## config.mk

```make
export PLATFORM = sky130hd
export DESIGN_NAME = mem_bus_arbiter
export DESIGN_NICKNAME = d
export VERILOG_FILES = /design/src/rtl/mem_bus_arbiter_pkg.sv /design/src/rtl/mem_bus_arb_pick.sv /design/src/rtl/mem_bus_arbiter.sv
export SDC_FILE = /design/constraint.sdc
export NUM_CORES = 1
export LEC_CHECK = 0
export ABC_CLOCK_PERIOD_IN_PS = 4000
export BUFFER_PORTS_ARGS = -buffer_cell sky130_fd_sc_hd__buf_2
export CAP_MARGIN = 5
export CORE_AREA = 2 2 105 107
export CTS_BUF_LIST = sky130_fd_sc_hd__clkbuf_8
export DETAILED_ROUTE_END_ITERATION = 7
export DIE_AREA = 0 0 107 109
export GPL_TIMING_DRIVEN = 0
export PLACE_DENSITY_LB_ADDON = 0.08
export SYNTH_ARGS = -nofsm -noshare
export SYNTH_HDL_FRONTEND = slang
export SYNTH_SLANG_ARGS = --single-unit
```

## constraint.sdc

```tcl
create_clock -name clk -period 4 [get_ports clk]
set_input_delay 0.8 -clock clk [delete_from_list [all_inputs] [get_ports clk]]
set_output_delay 0.8 -clock clk [all_outputs]
set_load 0.02 [all_outputs]
```

## src/rtl/mem_bus_arbiter_pkg.sv

```systemverilog
// Shared encodings for the memory bus arbiter: grant/owner codes and
// memory transfer sizes.
package mem_bus_arbiter_pkg;

    // Grant / owner encodings
    localparam logic [1:0] OWNER_NONE = 2'b00;
    localparam logic [1:0] OWNER_IC   = 2'b01;
    localparam logic [1:0] OWNER_DC   = 2'b10;

    // data_size encodings
    localparam logic [2:0] SIZE_BYTE = 3'b001;
    localparam logic [2:0] SIZE_HALF = 3'b010;
    localparam logic [2:0] SIZE_WORD = 3'b100;

endpackage : mem_bus_arbiter_pkg

```

## src/rtl/mem_bus_arb_pick.sv

```systemverilog
// Combinational grant picker. A held lock wins outright; otherwise DC has
// fixed priority unless fair_force hands a contended cycle to IC.
module mem_bus_arb_pick
    import mem_bus_arbiter_pkg::*;
(
    input  logic       ic_act_i,
    input  logic       dc_act_i,
    input  logic       lock_i,
    input  logic       lock_owner_i,
    input  logic       fair_force_i,
    output logic [1:0] grant_o
);

    // Priority: lock, then contention rule, then the single active requester
    always_comb begin
        grant_o = OWNER_NONE;
        if (lock_i) begin
            grant_o = lock_owner_i ? OWNER_DC : OWNER_IC;
        end else if (ic_act_i && dc_act_i) begin
            grant_o = fair_force_i ? OWNER_IC : OWNER_DC;
        end else if (dc_act_i) begin
            grant_o = OWNER_DC;
        end else if (ic_act_i) begin
            grant_o = OWNER_IC;
        end
    end

endmodule : mem_bus_arb_pick

```

## src/rtl/mem_bus_arbiter.sv

```systemverilog
// Memory bus arbiter between instruction fetch (IC, read-only) and the
// memory stage (DC, read/write). Grant is combinational from the current
// requests plus a registered lock, so a granted request reaches the bus in
// the same cycle. A transfer keeps the bus until rw_wait drops.
// Optional build macro MEM_BUS_ARB_FAIRNESS_EN: after MAX_DC_RUN unlocked
// DC wins against a waiting IC, the next contended cycle goes to IC.
module mem_bus_arbiter
    import mem_bus_arbiter_pkg::*;
#(
    parameter int unsigned MAX_DC_RUN = 4,
    parameter int unsigned RUN_W      = 3
) (
    input  logic        clk,
    input  logic        Nrst,
    input  logic [31:0] ic_busaddr,
    input  logic        ic_rd_req,
    output logic        ic_rw_wait,
    output logic [31:0] ic_rd_data,
    input  logic [31:0] dc_busaddr,
    input  logic        dc_rd_req,
    input  logic        dc_wr_req,
    input  logic [31:0] dc_wr_data,
    input  logic [2:0]  dc_data_size,
    output logic        dc_rw_wait,
    output logic [31:0] dc_rd_data,
    output logic [31:0] busaddr,
    output logic        rd_req,
    output logic        wr_req,
    output logic [31:0] wr_data,
    output logic [2:0]  data_size,
    input  logic        rw_wait,
    input  logic [31:0] rd_data,
    output logic [1:0]  owner,
    output logic        proto_err
);

    // The run counter must be able to reach MAX_DC_RUN
    if (MAX_DC_RUN >= (1 << RUN_W)) begin : g_bad_cfg
        $error("RUN_W too narrow for MAX_DC_RUN");
    end

    logic       ic_act;
    logic       dc_act;
    logic       fair_force;
    logic [1:0] grant;
    logic       grant_act;

    logic       lock_q, lock_d;
    logic       lock_owner_q, lock_owner_d;
    logic [1:0] owner_q, owner_d;
    logic       proto_err_q, proto_err_d;

    assign ic_act = ic_rd_req;
    assign dc_act = dc_rd_req | dc_wr_req;

    mem_bus_arb_pick u_pick (
        .ic_act_i     (ic_act),
        .dc_act_i     (dc_act),
        .lock_i       (lock_q),
        .lock_owner_i (lock_owner_q),
        .fair_force_i (fair_force),
        .grant_o      (grant)
    );

    // Low when the lock owner has abandoned its request mid-transfer
    assign grant_act = ((grant == OWNER_IC) && ic_act) || ((grant == OWNER_DC) && dc_act);

`ifdef MEM_BUS_ARB_FAIRNESS_EN
    logic [RUN_W-1:0] run_q, run_d;

    assign fair_force = (run_q == RUN_W'(MAX_DC_RUN));

    // Count unlocked DC wins while IC is kept waiting
    always_comb begin
        run_d = run_q;
        if (!ic_act || (grant == OWNER_IC)) begin
            run_d = '0;
        end else if (!lock_q && (grant == OWNER_DC)) begin
            run_d = run_q + RUN_W'(1);
        end
    end

    // Run counter register
    always_ff @(posedge clk) begin
        if (!Nrst) begin
            run_q <= '0;
        end else begin
            run_q <= run_d;
        end
    end
`else
    assign fair_force = 1'b0;
`endif

    // Forward the granted requester's fields; reset gates bus requests off
    always_comb begin
        busaddr    = '0;
        rd_req     = 1'b0;
        wr_req     = 1'b0;
        wr_data    = '0;
        data_size  = '0;
        ic_rw_wait = ic_act;
        dc_rw_wait = dc_act;
        unique case (grant)
            OWNER_IC: begin
                busaddr    = ic_busaddr;
                rd_req     = ic_rd_req;
                data_size  = SIZE_WORD;
                ic_rw_wait = rw_wait;
            end
            OWNER_DC: begin
                busaddr    = dc_busaddr;
                rd_req     = dc_rd_req;
                wr_req     = dc_wr_req;
                wr_data    = dc_wr_data;
                data_size  = dc_data_size;
                dc_rw_wait = rw_wait;
            end
            default: ;
        endcase
        if (!Nrst) begin
            rd_req     = 1'b0;
            wr_req     = 1'b0;
            ic_rw_wait = 1'b1;
            dc_rw_wait = 1'b1;
        end
    end

    assign ic_rd_data = rd_data;
    assign dc_rd_data = rd_data;

    // Lock, owner and protocol-error next state
    always_comb begin
        lock_d       = grant_act && rw_wait;
        lock_owner_d = lock_owner_q;
        if (grant_act && rw_wait) begin
            lock_owner_d = (grant == OWNER_DC);
        end
        owner_d     = grant;
        proto_err_d = proto_err_q | (lock_q & ~grant_act);
    end

    // State registers with synchronous active-low reset
    always_ff @(posedge clk) begin
        if (!Nrst) begin
            lock_q       <= 1'b0;
            lock_owner_q <= 1'b0;
            owner_q      <= OWNER_NONE;
            proto_err_q  <= 1'b0;
        end else begin
            lock_q       <= lock_d;
            lock_owner_q <= lock_owner_d;
            owner_q      <= owner_d;
            proto_err_q  <= proto_err_d;
        end
    end

    assign owner     = owner_q;
    assign proto_err = proto_err_q;

endmodule : mem_bus_arbiter

```

==> results.toml <==
[status]
status = "completed"

[placed_design]
placed_area_sq_um = 2860
port_buffers = 242
gp_congestion = 0.705
dp_hpwl_um = 6530

[clock_tree]
numCtsBuffers = 3
clk_path_buf_depth = 2
tritoncts = "yes"
clk_pin_slew_ns = 0.04
cts_setup_buffers = 0
ctsHoldBuffers = 0
clockRootBuffer = "clkbuf_8"
h-tree-depth = 1
cts_resized = 0
clock-sinks = 5
clock_latency_ns = 0.22

[floorplanning]
io_pins = 275
core_sq_um = 10600
start_util = 0.139
die_w_um = 107
rows = 38
fp.dieH_um = 109
die_area_sq_um = 11700

[logic_synthesis]
synth.avg_cell_area_sq_um = 6.86
synth-async-reset-ratio = 0
synth_top_area_share = 0.367
syn_area_sq_um = 1470
netlist_instances = 215
ys.flop_type = "dfxtp_1"
synth.area.top_cells = "buf_4 37%, a22oi_1 16%, and2_1 15%"
synth_cell_types = 25
synth_edf_count = 0
seq_area_frac_synth = 0.0679
ys_warn_count = 0
synthTopCellsByCount = "72 x buf_4, 36 x and2_1, 34 x nor2_1"
yosysMostFrequentCell = "buf_4"
synth_top_cell_by_area = "buf_4"
synth-seq-cells = 5
syn-num-nets = 355

[drt]
dr.pass1.iters = 4
vias_per_cell = 3.77
drt_wl_total_um = 7380
drc = 0
vias = 2266
antenna_left = 0
drtIter0Drc = 61
wl_per_cell_um = 12.3

[global_route]
grt_pass1_vias = 1969
grt_max_degree = 11
grt_usage = 0.110
grt_pass1_wl_um = 10300
grt_remaining_overflow = 0
antenna_found_initial = 0

[sta]
fmax_mhz = 301
rsz0062_at_grt = "no"
setup-violations-final = 0
tns_ns = 0
period_minus_slack_ns = 3.32
clock_skew_ns = 0.00375
final_max_slew_viol_count = 0
tightestPinTransition_ns = 0.497
fin_crit_sh = 0.829
relSlewSlack = 0.668
finalHoldViolCount = 0

[critical_path]
worstPathCellList = "buf_2, nor4b_2, nor2_2, ha_1, buf_2, clkbuf_1, nor2_1, buf_2"
cp_max_fo = 10
required_ns = 3.20
reg2reg_depth = 8
cp-start-kind = "input port"
reg2reg_to = "lock_owner_q"
max_stage_delay_ns = 0.42
arrival_ns = 2.52
crit_slowest_cell = "clkbuf_1"
rr_startpoint = "lock_q"
rrSetupSlack_ns = 2.32
critPathKind = "in -> out"
path_common_cell = "buf_2"
end_kind = "output port"

[finish]
syn_to_final_growth_pct = 97.1
final_util = 0.274
nNetsFinal = 602
drive_above_1_share = 0.711
final_cell_area_sq_um = 2910
diodes = 0

[min_path]
hold_depth = 2
hold_end = "lock_owner_q"
min-delay-start = "lock_owner_q"
hold_class = "reg -> reg"

[power_and_ir_drop]
p_per_area_nw_per_um2 = 241
p_leak_nw = 1.77
ir_drop_uv = 64.6

[flow_run]
cap_violations = 0
-- worst max-delay path by stage --
stage	depth (start not counted)	start	end
4_1_cts	8	dc_wr_req	busaddr[10]
6_report	8	dc_wr_req	busaddr[10]
5_1_grt	8	dc_wr_req	busaddr[10]
3_5_place_dp	8	dc_wr_req	busaddr[10]
2_1_floorplan	6	dc_wr_req	dc_rw_wait
3_3_place_gp	8	dc_wr_req	busaddr[10]
-- state kept, by name, indices dropped and copies added (netlist names) --
name and flops:
lock_q 1, owner 2, lock_owner_q 1, proto_err 1
-- power by group --
part	internal [mW]	total [mW]	switching, mW
Combinational	0.229	0.553	0.324
Clock	0.0659	0.0921	0.0262
Sequential	0.0538	0.0561	0.00230
Total	0.348	0.701	0.352
-- final cells by class --
cell class	instances	area, sq um
inverters	2	7.51
fillers	1228	7700
plain buffers	80	576
clock buffers	3	41.3
well taps	140	175
repair buffers	242	1210
flip-flops and latches	5	100
multi-input cells	128	791
clock inverters	1	3.75
-- worst max-delay path, delay by kind of cell --
family | cells | cell delay (ns)
buffers and inverters | 4 | 0.91
and+or+nand+nor | 3 | 0.52
adders and majority gates | 1 | 0.28
-- cell usage in the layout (no fill, tap or decap), drive strengths merged --
cell type / n
a21boi: 1
a21oi: 2
a22oi: 32
a31oi: 1
and2: 36
and3: 1
buf: 317
clkbuf: 8
dfxtp: 5
ha: 3
inv: 3
mux2i: 2
nand2: 5
nand2b: 1
nor2: 35
nor2b: 4
nor3: 2
nor4b: 1
o21ai: 2
-- stage by stage --
stage / hold WS, ns / power [mW] / std cells / setup WS [ns]
detailed placement: 0.498 / 0.620 / 597 / 0.577
floorplan: 0.470 / 0.411 / 215 / 1.04
CTS: 0.504 / 0.717 / 601 / 0.550
finish: 0.500 / 0.701 / 601 / 0.683
global route: 0.524 / 0.756 / 601 / 0.444
global placement: 0.483 / 0.620 / 597 / 0.587
-- cells by family (layout without fill, tap and decap cells) --
group	after synthesis	count (layout)	share of synthesized area
AOI/OAI and AO/OA	38	38	0.191
adders and majority gates	3	3	0.0255
buffers and inverters	82	328	0.396
DFF	5	5	0.0679
muxes	2	2	0.0136
and+or+nand+nor	85	85	0.306
-- routing by layer --
metal	track usage	routed length, um
met1	0.119	2660
met2	0.218	3980
met3	0.0245	740
met4	0.0195	0
met5	0	0
(Power assumes the default switching activity.)
